`config.mk`:
```
export PLATFORM = sky130hd
export DESIGN_NAME = iir_biquad_cascade_flat
export DESIGN_NICKNAME = d
export VERILOG_FILES = /design/src/rtl/iir_biquad_cascade_if.sv /design/src/rtl/iir_biquad_cascade.sv /design/src/flat_wrapper.sv
export SDC_FILE = /design/constraint.sdc
export NUM_CORES = 2
export LEC_CHECK = 0
export CAP_MARGIN = 0
export CORE_MARGIN = 2
export CORE_UTILIZATION = 55
export DETAILED_ROUTE_END_ITERATION = 6
export PLACE_DENSITY_LB_ADDON = 0.3
export SYNTH_ARGS = -nofsm -noshare
export SYNTH_HDL_FRONTEND = slang
export SYNTH_SLANG_ARGS = --single-unit
```
`constraint.sdc`:
```
create_clock -name clk -period 33.6 [get_ports clk]
set_input_delay 3.36 -clock clk [delete_from_list [all_inputs] [get_ports clk]]
set_output_delay 3.36 -clock clk [all_outputs]
set_load 0.02 [all_outputs]
```
`src/rtl/iir_biquad_cascade_if.sv`:
```
// Sample, coefficient and status signals of iir_biquad_cascade.
// master drives samples/coefficients, slave is the filter.
interface iir_biquad_cascade_if #(
    parameter int DATA_WIDTH   = 32,
    parameter int COEFF_WIDTH  = 32,
    parameter int NUM_SECTIONS = 2,
    parameter int ADDR_WIDTH   = $clog2(5 * NUM_SECTIONS)
) ();
    logic                   in_valid;
    logic                   in_ready;
    logic [DATA_WIDTH-1:0]  in_data;
    logic                   out_valid;
    logic                   out_ready;
    logic [DATA_WIDTH-1:0]  out_data;
    logic                   coef_we;
    logic [ADDR_WIDTH-1:0]  coef_addr;
    logic [COEFF_WIDTH-1:0] coef_wdata;
    logic                   state_clr;
    logic                   sat_flag;

    modport master (
        output in_valid, in_data, out_ready, coef_we, coef_addr, coef_wdata, state_clr,
        input  in_ready, out_valid, out_data, sat_flag
    );

    modport slave (
        input  in_valid, in_data, out_ready, coef_we, coef_addr, coef_wdata, state_clr,
        output in_ready, out_valid, out_data, sat_flag
    );
endinterface

```
`src/rtl/iir_biquad_cascade.sv`:
```
// Cascade of Direct Form I biquads sharing one multiply-accumulate unit.
// Optional output clamping and sticky sat_flag: define IIR_BIQUAD_SAT_EN.
module iir_biquad_cascade #(
    parameter int DATA_WIDTH   = 32,
    parameter int COEFF_WIDTH  = 32,
    parameter int ACC_WIDTH    = 72,
    parameter int SCALE_SHIFT  = 20,
    parameter int NUM_SECTIONS = 2,
    parameter int ADDR_WIDTH   = $clog2(5 * NUM_SECTIONS)
) (
    input  logic                 clk,
    input  logic                 rst,
    iir_biquad_cascade_if.slave  bus
);
    localparam int PROD_WIDTH = DATA_WIDTH + COEFF_WIDTH;
    localparam int NUM_COEFS  = 5 * NUM_SECTIONS;
    localparam int SEC_WIDTH  = (NUM_SECTIONS > 1) ? $clog2(NUM_SECTIONS) : 1;
    localparam logic signed [COEFF_WIDTH-1:0] COEF_ONE =
        {{(COEFF_WIDTH-1){1'b0}}, 1'b1} << SCALE_SHIFT;
`ifdef IIR_BIQUAD_SAT_EN
    localparam logic signed [ACC_WIDTH-1:0] SAT_MAX =
        {{(ACC_WIDTH-DATA_WIDTH+1){1'b0}}, {(DATA_WIDTH-1){1'b1}}};
    localparam logic signed [ACC_WIDTH-1:0] SAT_MIN =
        {{(ACC_WIDTH-DATA_WIDTH+1){1'b1}}, {(DATA_WIDTH-1){1'b0}}};
`endif

    typedef enum logic [1:0] {
        ST_IDLE = 2'd0,
        ST_MAC  = 2'd1,
        ST_WB   = 2'd2,
        ST_OUT  = 2'd3
    } state_t;

    // Returns {clamped, sample}: scaled accumulator narrowed to DATA_WIDTH.
    function automatic logic [DATA_WIDTH:0] narrow_sample(input logic signed [ACC_WIDTH-1:0] v);
`ifdef IIR_BIQUAD_SAT_EN
        if (v > SAT_MAX) begin
            return {1'b1, 1'b0, {(DATA_WIDTH-1){1'b1}}};
        end else if (v < SAT_MIN) begin
            return {1'b1, 1'b1, {(DATA_WIDTH-1){1'b0}}};
        end else begin
            return {1'b0, v[DATA_WIDTH-1:0]};
        end
`else
        return {1'b0, v[DATA_WIDTH-1:0]};
`endif
    endfunction

    state_t                         state_r, state_s;
    logic [SEC_WIDTH-1:0]           sec_r;
    logic [2:0]                     idx_r;
    logic signed [ACC_WIDTH-1:0]    acc_r;
    logic signed [DATA_WIDTH-1:0]   cur_x_r;
    logic signed [COEFF_WIDTH-1:0]  coef_r [NUM_COEFS];
    logic signed [DATA_WIDTH-1:0]   x1_r [NUM_SECTIONS];
    logic signed [DATA_WIDTH-1:0]   x2_r [NUM_SECTIONS];
    logic signed [DATA_WIDTH-1:0]   y1_r [NUM_SECTIONS];
    logic signed [DATA_WIDTH-1:0]   y2_r [NUM_SECTIONS];
    logic                           out_valid_r;
    logic [DATA_WIDTH-1:0]          out_data_r;
    logic                           sat_flag_r;

    logic                           in_ready_s;
    logic                           accept_s;
    logic                           coef_wr_s;
    logic                           last_sec_s;
    logic [ADDR_WIDTH-1:0]          coef_idx_s;
    logic signed [DATA_WIDTH-1:0]   operand_s;
    logic signed [COEFF_WIDTH-1:0]  coef_sel_s;
    logic [PROD_WIDTH-1:0]          prod_s;
    logic signed [ACC_WIDTH-1:0]    prod_ext_s;
    logic signed [ACC_WIDTH-1:0]    acc_next_s;
    logic signed [ACC_WIDTH-1:0]    scaled_s;
    logic [DATA_WIDTH:0]            narrow_s;

    assign in_ready_s    = (state_r == ST_IDLE) && !bus.state_clr;
    assign accept_s      = bus.in_valid && in_ready_s;
    assign coef_wr_s     = (state_r == ST_IDLE) && bus.coef_we &&
                           (32'(bus.coef_addr) < 32'(NUM_COEFS));
    assign last_sec_s    = (sec_r == SEC_WIDTH'(NUM_SECTIONS - 1));
    assign bus.in_ready  = in_ready_s;
    assign bus.out_valid = out_valid_r;
    assign bus.out_data  = out_data_r;
    assign bus.sat_flag  = sat_flag_r;

    // Operand and coefficient selection plus the shared MAC and narrowing.
    always_comb begin
        operand_s  = '0;
        coef_idx_s = ADDR_WIDTH'(sec_r) * ADDR_WIDTH'(3'd5) + ADDR_WIDTH'(idx_r);
        case (idx_r)
            3'd0:    operand_s = cur_x_r;
            3'd1:    operand_s = x1_r[sec_r];
            3'd2:    operand_s = x2_r[sec_r];
            3'd3:    operand_s = y1_r[sec_r];
            3'd4:    operand_s = y2_r[sec_r];
            default: operand_s = '0;
        endcase
        coef_sel_s = coef_r[coef_idx_s];
        prod_s     = {{COEFF_WIDTH{operand_s[DATA_WIDTH-1]}}, operand_s} *
                     {{DATA_WIDTH{coef_sel_s[COEFF_WIDTH-1]}}, coef_sel_s};
        prod_ext_s = {{(ACC_WIDTH-PROD_WIDTH){prod_s[PROD_WIDTH-1]}}, prod_s};
        // Feedback taps (a1, a2) are subtracted.
        if (idx_r >= 3'd3) begin
            acc_next_s = acc_r - prod_ext_s;
        end else begin
            acc_next_s = acc_r + prod_ext_s;
        end
        scaled_s = acc_r >>> SCALE_SHIFT;
        narrow_s = narrow_sample(scaled_s);
    end

    // State register.
    always_ff @(posedge clk) begin
        if (rst) begin
            state_r <= ST_IDLE;
        end else begin
            state_r <= state_s;
        end
    end

    // Next-state logic.
    always_comb begin
        state_s = state_r;
        case (state_r)
            ST_IDLE: begin
                if (accept_s) state_s = ST_MAC;
                else          state_s = ST_IDLE;
            end
            ST_MAC: begin
                if (idx_r == 3'd4) state_s = ST_WB;
                else               state_s = ST_MAC;
            end
            ST_WB: begin
                if (last_sec_s) state_s = ST_OUT;
                else            state_s = ST_MAC;
            end
            ST_OUT: begin
                if (out_valid_r && bus.out_ready) state_s = ST_IDLE;
                else                              state_s = ST_OUT;
            end
            default: state_s = ST_IDLE;
        endcase
    end

    // Coefficient bank, reset to an identity filter in every section.
    always_ff @(posedge clk) begin
        if (rst) begin
            for (int i = 0; i < NUM_COEFS; i++) begin
                coef_r[i] <= ((i % 5) == 0) ? COEF_ONE : '0;
            end
        end else if (coef_wr_s) begin
            coef_r[bus.coef_addr] <= bus.coef_wdata;
        end
    end

    // Per-section history, shifted at write-back.
    always_ff @(posedge clk) begin
        if (rst || ((state_r == ST_IDLE) && bus.state_clr)) begin
            for (int i = 0; i < NUM_SECTIONS; i++) begin
                x1_r[i] <= '0;
                x2_r[i] <= '0;
                y1_r[i] <= '0;
                y2_r[i] <= '0;
            end
        end else if (state_r == ST_WB) begin
            x2_r[sec_r] <= x1_r[sec_r];
            x1_r[sec_r] <= cur_x_r;
            y2_r[sec_r] <= y1_r[sec_r];
            y1_r[sec_r] <= narrow_s[DATA_WIDTH-1:0];
        end
    end

    // Sequencing counters, accumulator and registered outputs.
    always_ff @(posedge clk) begin
        if (rst) begin
            sec_r       <= '0;
            idx_r       <= 3'd0;
            acc_r       <= '0;
            cur_x_r     <= '0;
            out_valid_r <= 1'b0;
            out_data_r  <= '0;
            sat_flag_r  <= 1'b0;
        end else begin
            case (state_r)
                ST_IDLE: begin
                    if (bus.state_clr) begin
                        sat_flag_r <= 1'b0;
                    end else if (bus.in_valid) begin
                        cur_x_r <= bus.in_data;
                        sec_r   <= '0;
                        idx_r   <= 3'd0;
                        acc_r   <= '0;
                    end
                end
                ST_MAC: begin
                    acc_r <= acc_next_s;
                    idx_r <= (idx_r == 3'd4) ? 3'd0 : idx_r + 3'd1;
                end
                ST_WB: begin
                    cur_x_r    <= narrow_s[DATA_WIDTH-1:0];
                    acc_r      <= '0;
                    sat_flag_r <= sat_flag_r | narrow_s[DATA_WIDTH];
                    if (last_sec_s) begin
                        out_data_r  <= narrow_s[DATA_WIDTH-1:0];
                        out_valid_r <= 1'b1;
                    end else begin
                        sec_r <= sec_r + SEC_WIDTH'(1);
                    end
                end
                ST_OUT: begin
                    if (bus.out_ready) out_valid_r <= 1'b0;
                end
                default: begin
                    out_valid_r <= 1'b0;
                end
            endcase
        end
    end
endmodule

```
`src/flat_wrapper.sv`:
```
// flat-port wrapper written by rule: the top's interface ports become plain ports
module iir_biquad_cascade_flat 
#(
    parameter int DATA_WIDTH   = 32,
    parameter int COEFF_WIDTH  = 32,
    parameter int ACC_WIDTH    = 72,
    parameter int SCALE_SHIFT  = 20,
    parameter int NUM_SECTIONS = 2,
    parameter int ADDR_WIDTH   = $clog2(5 * NUM_SECTIONS)
)
  (clk, rst, bus_in_valid, bus_in_data, bus_out_ready, bus_coef_we, bus_coef_addr, bus_coef_wdata, bus_state_clr, bus_in_ready, bus_out_valid, bus_out_data, bus_sat_flag);
  iir_biquad_cascade_if #(.DATA_WIDTH(DATA_WIDTH), .COEFF_WIDTH(COEFF_WIDTH), .NUM_SECTIONS(NUM_SECTIONS), .ADDR_WIDTH(ADDR_WIDTH)) bus_i ();
  input  logic clk;
  input  logic rst;
  input wire logic [$bits(bus_i.in_valid)-1:0] bus_in_valid;
  input wire logic [$bits(bus_i.in_data)-1:0] bus_in_data;
  input wire logic [$bits(bus_i.out_ready)-1:0] bus_out_ready;
  input wire logic [$bits(bus_i.coef_we)-1:0] bus_coef_we;
  input wire logic [$bits(bus_i.coef_addr)-1:0] bus_coef_addr;
  input wire logic [$bits(bus_i.coef_wdata)-1:0] bus_coef_wdata;
  input wire logic [$bits(bus_i.state_clr)-1:0] bus_state_clr;
  output wire logic [$bits(bus_i.in_ready)-1:0] bus_in_ready;
  output wire logic [$bits(bus_i.out_valid)-1:0] bus_out_valid;
  output wire logic [$bits(bus_i.out_data)-1:0] bus_out_data;
  output wire logic [$bits(bus_i.sat_flag)-1:0] bus_sat_flag;
  assign bus_i.in_valid = bus_in_valid;
  assign bus_i.in_data = bus_in_data;
  assign bus_i.out_ready = bus_out_ready;
  assign bus_i.coef_we = bus_coef_we;
  assign bus_i.coef_addr = bus_coef_addr;
  assign bus_i.coef_wdata = bus_coef_wdata;
  assign bus_i.state_clr = bus_state_clr;
  assign bus_in_ready = bus_i.in_ready;
  assign bus_out_valid = bus_i.out_valid;
  assign bus_out_data = bus_i.out_data;
  assign bus_sat_flag = bus_i.sat_flag;
  iir_biquad_cascade #(.DATA_WIDTH(DATA_WIDTH), .COEFF_WIDTH(COEFF_WIDTH), .ACC_WIDTH(ACC_WIDTH), .SCALE_SHIFT(SCALE_SHIFT), .NUM_SECTIONS(NUM_SECTIONS), .ADDR_WIDTH(ADDR_WIDTH)) u_core (.clk(clk), .rst(rst), .bus(bus_i));
endmodule
```
==> impl_metrics.env <==
export IMPL_outcome="complete, no violations"
export IMPL_cp_required_ps=34200
export IMPL_dp_hpwl_mm=155
export IMPL_worst_pin_slew_ps=1300
export IMPL_slowest_delay_ps=960
export IMPL_ys_warn_count=0
export IMPL_timing_setup_tns_ps=0
export IMPL_cp_data_arrival_time_ps=15910
export IMPL_muxShareOfSynthArea=0.0634
export IMPL_ant_nets=0
export IMPL_max_clock_path_buffers=3
export IMPL_clockRootBuffer="clkbuf_16"
export IMPL_synth_xor_area_frac=0.0193
export IMPL_cts_resized=0
export IMPL_setup_viol=0
export IMPL_cts_sinks=892
export IMPL_drc=0
export IMPL_fin_nets=8178
export IMPL_ctsHoldBuffers=0
export IMPL_crit_top_cell="fa_1"
export IMPL_clock_latency_ps=720
export IMPL_die_w_um=367
export IMPL_drive_above_1_share=0.0676
export IMPL_synth_async_reset_ratio=0
export IMPL_synth_area_mm2=0.0725
export IMPL_synth_top_cell_area_share=0.318
export IMPL_grt_max_degree=98
export IMPL_synth_top_family_by_area="adder cells"
export IMPL_synth_edff_count=768
export IMPL_nFillCells=10786
export IMPL_fp_dieH_um=367
export IMPL_post_cts_buffers=0
export IMPL_start_kind="register"
export IMPL_hold_path_class="reg2reg"
export IMPL_syn_area_per_cell_um2=10.6
export IMPL_wl_per_cell_um=24.4
export IMPL_endpoint_kind="register"
export IMPL_grt_pass1_vias=53826
export IMPL_cts_tree="done"
export IMPL_maxCapViolCount=0
export IMPL_clkSlewWorstSetupHoldPaths_ps=60
export IMPL_rsz0062_at_grt="false"
export IMPL_overflow=0
export IMPL_synth_compound_area_frac=0.0651
export IMPL_route_vias_total=52041
export IMPL_start_util=0.553
export IMPL_synthAdderAreaFrac=0.294
export IMPL_layout_common_cells="1081 x nor2_1, 971 x inv_1, 918 x fa_1, 772 x nand2_1, 768 x edfxtp_1"
export IMPL_grt_first_pass_wirelength_mm=327
export IMPL_synthDistinctLibCells=102
export IMPL_fin_crit_ps=15310
export IMPL_fp_dieArea_mm2=0.135
export IMPL_synth_seq_cells=892
export IMPL_crit_path_max_fanout=47
export IMPL_globalplace_congestion=1.00
export IMPL_grt_usage=0.324
export IMPL_routed_wl_mm=214
export IMPL_cts_buffers=90
export IMPL_mostFrequentLayoutCell="nor2_1"
export IMPL_synth_top_flop_cell="edfxtp_1"
export IMPL_row_count=133
export IMPL_synthSimpleGateAreaFrac=0.134
export IMPL_core_area_mm2=0.131
export IMPL_syn2layout_area_growth_pct=8.99
export IMPL_final_util=0.603
export IMPL_hold_viol=0
export IMPL_ys_top_cells_by_area="edfxtp_1 32%, fa_1 25%, nor2_1 5.6%"
export IMPL_period_share=0.456
export IMPL_slew_limit_headroom=0.130
export IMPL_cts_max_level=3
export IMPL_drv_slew=0
export IMPL_criticalPathCategory="reg2reg"
export IMPL_dr_pass1_iters=6
export IMPL_slowest_stage="nand2_1"
export IMPL_synth_cells=6811
export IMPL_vias_per_cell=5.93
export IMPL_io_buffers=107
export IMPL_grt_antenna_before_repair=5
export IMPL_drtIter0Drc=5734
export IMPL_pin_count=109
export IMPL_yosys_area_top_type="edfxtp_1"
export IMPL_ys_seq_area_frac=0.352
export IMPL_max_freq_mhz=65.3
export IMPL_clock_skew_ps=74.5
per-layer routing:
| layer | global-route usage | wire (um) | up-vias |
|---|---|---|---|
| met5 | 0 | 31 | - |
| met4 | 0.149 | 11500 | 4 |
| met3 | 0.0598 | 20900 | 522 |
| met2 | 0.527 | 102000 | 2863 |
| met1 | 0.423 | 79700 | 26349 |
| li1 | - | - | 22303 |
state kept, by name, indices dropped and copies added, names as in the netlist, named ones only:
name	flops
u_core.bus.out_valid	1
u_core.cur_x_r	32
u_core.coef_r	512
u_core.last_sec_s	1
u_core.x1_r	64
u_core.bus.out_data	32
u_core.state_r	2
u_core.y2_r	64
u_core.acc_r	52
u_core.y1_r	64
u_core.idx_r	3
u_core.x2_r	64
synth_stat cells (all sizes together), types with 32 or more instances:
| master | count |
|---|---|
| xor2 | 54 |
| xnor2 | 104 |
| a211oi | 55 |
| edfxtp | 768 |
| nand3 | 65 |
| a22oi | 32 |
| a21oi | 178 |
| mux2i | 158 |
| and3 | 107 |
| inv | 972 |
| nand2b | 38 |
| o21ai | 98 |
| buf | 67 |
| nand2 | 775 |
| clkbuf | 301 |
| a21o | 58 |
| and2 | 114 |
| nor2 | 1082 |
| fa | 918 |
| mux4 | 133 |
| o22ai | 35 |
| dfxtp | 124 |
| ha | 236 |
area by class of cell:
type,count,area [um^2],area share
diodes,1,2.50,0.0000317
clock buffers,119,2400,0.0304
clock inverters,48,474,0.00600
inverters,972,3650,0.0462
multi-input cells,4771,42800,0.542
flip-flops and latches,892,25500,0.323
well taps,1755,2200,0.0278
repair buffers,223,1940,0.0245
stage by stage:
| stage | hold slack, ps | cell area, um^2 | cells | setup WS (ps) |
|---|---|---|---|---|
| after global placement | 440 | 76100 | 8613 | 18760 |
| after detailed placement | 446 | 76100 | 8613 | 18560 |
| after global routing | 475 | 79000 | 8780 | 17390 |
| after floorplan | 432 | 73200 | 7003 | 20820 |
| final | 453 | 79000 | 8781 | 18290 |
| after CTS | 454 | 79000 | 8780 | 18490 |
cell families after synthesis:
| kind of cell | count (synthesis) |
|---|---|
| AO/OA/AOI/OAI | 677 |
| XOR/XNOR | 158 |
| adder cells (fa/ha/maj) | 1154 |
| buffers and inverters | 1340 |
| flip-flops | 892 |
| multiplexers | 293 |
| other | 1 |
| AND/OR/NAND/NOR | 2296 |
worst max-delay path, delay by kind of cell, from the launching register on:
| kind | cells | cell delay (ps) |
|---|---|---|
| flip-flops | 1 | 810 |
| multiplexers | 1 | 410 |
| AND/OR/NAND/NOR | 10 | 2710 |
| XOR/XNOR | 3 | 680 |
| buffers and inverters | 6 | 1800 |
| AO/OA/AOI/OAI | 14 | 3770 |
| adder cells (fa/ha/maj) | 10 | 4920 |
worst paths after layout:
| check | from | end | slack, ps | cells past startpoint |
|---|---|---|---|---|
| setup / recovery | register | u_core.acc_r[51]$_SDFFE_PP0P_ | 18290 | 44 |
| hold / removal | u_core.bus.out_data[26]$_SDFFE_PP0P_ | u_core.bus.out_data[26]$_SDFFE_PP0P_ | 450 | 2 |
| setup reg to reg | register | u_core.acc_r[51]$_SDFFE_PP0P_ | 18290 | 44 |
| hold reg to reg | u_core.bus.out_data[26]$_SDFFE_PP0P_ | u_core.bus.out_data[26]$_SDFFE_PP0P_ | 450 | 2 |
Power is not shown: default switching activity piles up to over one toggle a cycle in this logic, so the estimate is an artifact.
